[src/rtl/uart_rx_fifo.sv]
// 8N1 UART receiver: two-flop synchroniser, baud down-counter FSM, and a small
// FIFO drained through a valid/ready handshake. Errors are one-cycle pulses.
module uart_rx_fifo #(
  parameter int unsigned SYSTEM_CLK = 25_000_000,
  parameter int unsigned BAUDRATE   = 115200,
  parameter int unsigned DEPTH      = 4
) (
  input  logic       clk,
  input  logic       resetn,
  input  logic       rx_in,
  output logic [7:0] rx_data,
  output logic       rx_valid,
  input  logic       rx_ready,
  output logic       frame_error,
  output logic       overrun
);

  localparam int unsigned CPS   = SYSTEM_CLK / BAUDRATE;
  localparam int unsigned CNT_W = $clog2(CPS);
  localparam int unsigned PTR_W = $clog2(DEPTH);

  localparam logic [CNT_W-1:0] CNT_FULL  = CNT_W'(CPS - 1);
  localparam logic [CNT_W-1:0] CNT_HALF  = CNT_W'(CPS / 2 - 1);
  localparam logic [CNT_W-1:0] CNT_ONE   = CNT_W'(1);
  localparam logic [PTR_W-1:0] PTR_ONE   = PTR_W'(1);
  localparam logic [PTR_W:0]   COUNT_ONE = (PTR_W + 1)'(1);
  localparam logic [PTR_W:0]   COUNT_MAX = (PTR_W + 1)'(DEPTH);

  typedef enum logic [2:0] {
    S_IDLE,
    S_START,
    S_DATA,
    S_STOP,
    S_BREAK
  } state_e;

  logic             s1_q, s1_d, s2_q, s2_d;
  state_e           state_q, state_d;
  logic [CNT_W-1:0] cnt_q, cnt_d;
  logic [2:0]       bit_idx_q, bit_idx_d;
  logic [7:0]       shift_q, shift_d;
  logic [7:0]       mem_q [DEPTH];
  logic [7:0]       mem_d [DEPTH];
  logic [PTR_W-1:0] wptr_q, wptr_d, rptr_q, rptr_d;
  logic [PTR_W:0]   count_q, count_d;
  logic             frame_error_q, frame_error_d;
  logic             overrun_q, overrun_d;

  logic tick, push, pop, push_ok;

  assign rx_valid    = (count_q != '0);
  assign rx_data     = mem_q[rptr_q];
  assign frame_error = frame_error_q;
  assign overrun     = overrun_q;

  always_comb begin
    s1_d          = rx_in;
    s2_d          = s1_q;
    state_d       = state_q;
    cnt_d         = cnt_q - CNT_ONE;
    bit_idx_d     = bit_idx_q;
    shift_d       = shift_q;
    push          = 1'b0;
    frame_error_d = 1'b0;
    tick          = (cnt_q == '0);

    unique case (state_q)
      S_IDLE: begin
        if (!s2_q) begin
          state_d = S_START;
          cnt_d   = CNT_HALF;
        end
      end
      S_START: begin
        if (tick) begin
          if (!s2_q) begin
            state_d   = S_DATA;
            cnt_d     = CNT_FULL;
            bit_idx_d = '0;
          end else begin
            state_d = S_IDLE;
          end
        end
      end
      S_DATA: begin
        if (tick) begin
          shift_d[bit_idx_q] = s2_q;
          cnt_d              = CNT_FULL;
          bit_idx_d          = bit_idx_q + 3'd1;
          if (bit_idx_q == 3'd7) state_d = S_STOP;
        end
      end
      S_STOP: begin
        if (tick) begin
          if (s2_q) begin
            push    = 1'b1;
            state_d = S_IDLE;
          end else begin
            frame_error_d = 1'b1;
            state_d       = S_BREAK;
          end
        end
      end
      S_BREAK: begin
        // A line held low produces a single frame error, not one per frame time.
        if (s2_q) state_d = S_IDLE;
      end
      default: state_d = S_IDLE;
    endcase
  end

  always_comb begin
    pop       = rx_valid && rx_ready;
    push_ok   = push && ((count_q != COUNT_MAX) || pop);
    overrun_d = push && !push_ok;
    mem_d     = mem_q;
    wptr_d    = wptr_q;
    rptr_d    = rptr_q;
    count_d   = count_q;

    if (push_ok) begin
      mem_d[wptr_q] = shift_q;
      wptr_d        = wptr_q + PTR_ONE;
    end
    if (pop) rptr_d = rptr_q + PTR_ONE;

    unique case ({push_ok, pop})
      2'b10:   count_d = count_q + COUNT_ONE;
      2'b01:   count_d = count_q - COUNT_ONE;
      default: count_d = count_q;
    endcase
  end

  always_ff @(posedge clk or negedge resetn) begin
    if (!resetn) begin
      s1_q          <= 1'b1;
      s2_q          <= 1'b1;
      state_q       <= S_IDLE;
      cnt_q         <= '0;
      bit_idx_q     <= '0;
      shift_q       <= '0;
      mem_q         <= '{default: '0};
      wptr_q        <= '0;
      rptr_q        <= '0;
      count_q       <= '0;
      frame_error_q <= 1'b0;
      overrun_q     <= 1'b0;
    end else begin
      s1_q          <= s1_d;
      s2_q          <= s2_d;
      state_q       <= state_d;
      cnt_q         <= cnt_d;
      bit_idx_q     <= bit_idx_d;
      shift_q       <= shift_d;
      mem_q         <= mem_d;
      wptr_q        <= wptr_d;
      rptr_q        <= rptr_d;
      count_q       <= count_d;
      frame_error_q <= frame_error_d;
      overrun_q     <= overrun_d;
    end
  end

endmodule

[config.mk]
export PLATFORM = sky130hd
export DESIGN_NAME = uart_rx_fifo
export DESIGN_NICKNAME = d
export VERILOG_FILES = /design/src/rtl/uart_rx_fifo.sv
export SDC_FILE = /design/constraint.sdc
export NUM_CORES = 1
export LEC_CHECK = 0
export BUFFER_PORTS_ARGS = -buffer_cell sky130_fd_sc_hd__buf_2
export CELL_PAD_IN_SITES_DETAIL_PLACEMENT = 1
export CELL_PAD_IN_SITES_GLOBAL_PLACEMENT = 1
export CORE_UTILIZATION = 55
export DETAILED_ROUTE_END_ITERATION = 8
export GPL_TIMING_DRIVEN = 0
export PLACE_DENSITY_LB_ADDON = 0.15
export SYNTH_ARGS = -nofsm -noshare
export SYNTH_HDL_FRONTEND = slang
export SYNTH_SLANG_ARGS = --single-unit
[constraint.sdc]
create_clock -name clk -period 4.7 [get_ports clk]
set_input_delay 1.41 -clock clk [delete_from_list [all_inputs] [get_ports clk]]
set_output_delay 1.41 -clock clk [all_outputs]
set_load 0.1 [all_outputs]
==> metrics.md <==
| Metric | Value |
|---|---|
| Worst Skew | between 0.009 and 0.01 ns |
| H-tree Lvls | 3 |
| Post-DP HPWL | ~4700 um |
| Synthesis-to-finish area growth | 11.1% |
| Initial Utilization | between 50% and 60% |
| Drt drc | 0 |
| Commonest non-fill, non-tap cell in the layout | dfrtp_1 |
| Post-synth EDFFs | 0 |
| Final core occ | 64.7% |
| Synth Flop Type | dfrtp_1 |
| CTS tree | yes |
| Worst Tran Pin Value | about 0.80 ns |
| Commonest non-fill, non-tap cells in the layout | dfrtp_1, mux2_4, buf_2 |
| RSZ-0062 raised after global routing | false |
| Max-slew violations | 0 |
| Worst-path clk slew | about 0.070 ns |
| Seq/Total Area, Yosys | between 40% and 50% |
| Mapped Area | between 3000 and 4000 um2 |
| Status | finished, final reports clean |
| Final period util | 70.1% |
| GRT overflow | 0 |
| Cells on worst reg2reg path | 8 |
| Sink Count | 65 |
| Die Height | between 70 and 80 um |
| Largest net degree at the start of global routing | 66 |
| Top Ports | 15 |
| Wire length per cell | between 20 and 25 um |
| DR iter-0 viols | 80 |
| FF-to-FF setup slack | ~2.2 ns |
| FILL cells | 561 |
| Clk buf depth | 2 |
| Routed wire length | around 7200 um |
| Core box area | roughly 5600 um2 |
| Min-delay worst type | reg2reg |
| Die Width | between 70 and 80 um |
| Vias in the first global route | 2117 |
| Final nets | around 270 |
| Initial DRT Pass Iterations | 4 |
| Rows | 27 |
| # port buffers | 14 |
| Max_slew headroom | a little under half |
| Hold Violations, Final | 0 |
| Routed Antenna Nets | 0 |
| Async set or reset register ratio after synthesis | 100% |
| Die area | around 6200 um2 |
| Maximum vdd drop | roughly 0.21 mV |
| Hold depth | 0 |
| First-pass GRT wire length | approximately 12000 um |
| Mean post-synth cell area | 13.8 um2 |
| Layout cell share with drive strength beyond 1 | between 30% and 40% |
| Synth unique cells | 46 |
| Critical Path RT | ~3.3 ns |
| Leak | around 1.8 nW |
| Pwr Density | around 360 nW/um2 |
| Kind of critical path | reg2out |
| Cts repair resizes | 0 |
| Crit. End Element | output port |
| Worst R2R Start | state_q[2] |
| Final setup viols | 0 |
| Flops & latches, synth | 65 |
| Setup Slack @ Placement | 1.58 ns |
| Fin crit period | 3.30 ns |
| FF-to-FF End | count_q[2] |
| Min-Delay Endpoint | s2_q |
| Crit path arrival time | 1.89 ns |
| Initial antenna violation count | 0 |
| N_diodes | 0 |
| Crit Path Max Fanout | 9 |
| Clk Latency, worst-skew pair | about 0.34 ns |
| CTS buffer count | 9 |
| CTS root buf | clkbuf_8 |
| Hold buffers post-CTS | 0 |
| Gpl congestion | between 0.7 and 0.8 |
| Max Cap Viol | 0 |
| Routed via count | roughly 2000 |
| Warnings from Yosys | 0 |
| Vias/cell | between 5 and 6 |
| Startpoint types | flop |
| Min-delay src | s1_q |
| Global Route Usage Sum | between 20% and 30% |
| CP Launch Point | rptr_q[1] |
| Cell count after synthesis | about 240 |
| Syn_nets | between 200 and 250 |
| Final WS setup | around 1.4 ns |
| Setup TNS | 0 ns |
| Setup bufs post-CTS | 0 |
| Maximum clock rate | 303 MHz |
## stage by stage
stage	std cells	area [um2]	hold slack, ns	power [mW]
floorplan	236	3270	0.345	0.767
global placement	322	3430	0.347	0.810
detailed placement	322	3430	0.349	0.822
CTS	338	3630	0.359	1.31
global route	338	3630	0.360	1.35
finish	338	3630	0.357	1.30
## layout make-up
type	instances	area (um2)	area share [%]
clock inverters	3	40.0	1.10
repair buffers	14	72.6	2.00
clock buffers	13	159	4.38
well taps	72	90.1	2.48
flip-flops and latches	65	1630	44.9
inverters	10	37.5	1.03
plain buffers	13	68.8	1.90
multi-input cells	148	1530	42.2
## metal layers
metal	up-vias	track usage (%)	routed length, um
li1	893	-	-
met1	1022	31.4	3040
met2	30	46.0	3840
met3	11	6.32	184
met4	0	10.0	126
met5	-	0	0
## critical path: stages, from the launching register on
cell and delay (ns):
dfrtp_1 0.32, buf_1 0.48, mux4_2 0.33, buf_2 0.43
## Yosys cell counts, types with 4 or more instances
cell type  number  share of area [%]
dfrtp_1        63                 48
mux4_2          8                5.5
mux2_2          9                3.1
nand2_1        10                1.1
xnor2_1         8                2.1
nand4_1         4               0.77
inv_1          10                1.1
nor3_1          5               0.77
mux2_4         32                 15
clkbuf_1        7               0.80
nand2_8         4                2.5
nor2_1         11                1.3
nand3_1         4               0.61
ha_1            7                2.7
a21oi_1         7                1.1
## how the worst max path moves through the flow
stage | end | cells after the start
floorplan | count_q[2] | 7
global placement | count_q[2] | 8
detailed placement | count_q[2] | 8
CTS | rx_data[6] | 3
global route | rx_data[4] | 3
finish | rx_data[6] | 3
## sequential cells by signal (all words and copies together), names as in the netlist
signal       cells
mem_q           32
cnt_q            8
shift_q          8
bit_idx_q        3
count_q          3
state_q          3
rptr_q           2
wptr_q           2
frame_error      1
overrun          1
s1_q             1
s2_q             1
## logic make-up after synthesis
family,synth area share [%]
flip-flops,49.9
AO/OA/AOI/OAI,4.44
AND/OR/NAND/NOR,12.2
XOR/XNOR,2.95
adder cells (fa/ha/maj),3.29
buffers and inverters,3.26
multiplexers,23.9
## where the power goes
group	leakage [nW]	internal [mW]	total, mW	switching, mW
clock network	0.103	0.273	0.484	0.211
registers	0.849	0.584	0.611	0.0264
logic	0.801	0.0763	0.204	0.127
total	1.75	0.933	1.30	0.365
(Power assumes the default switching activity.)
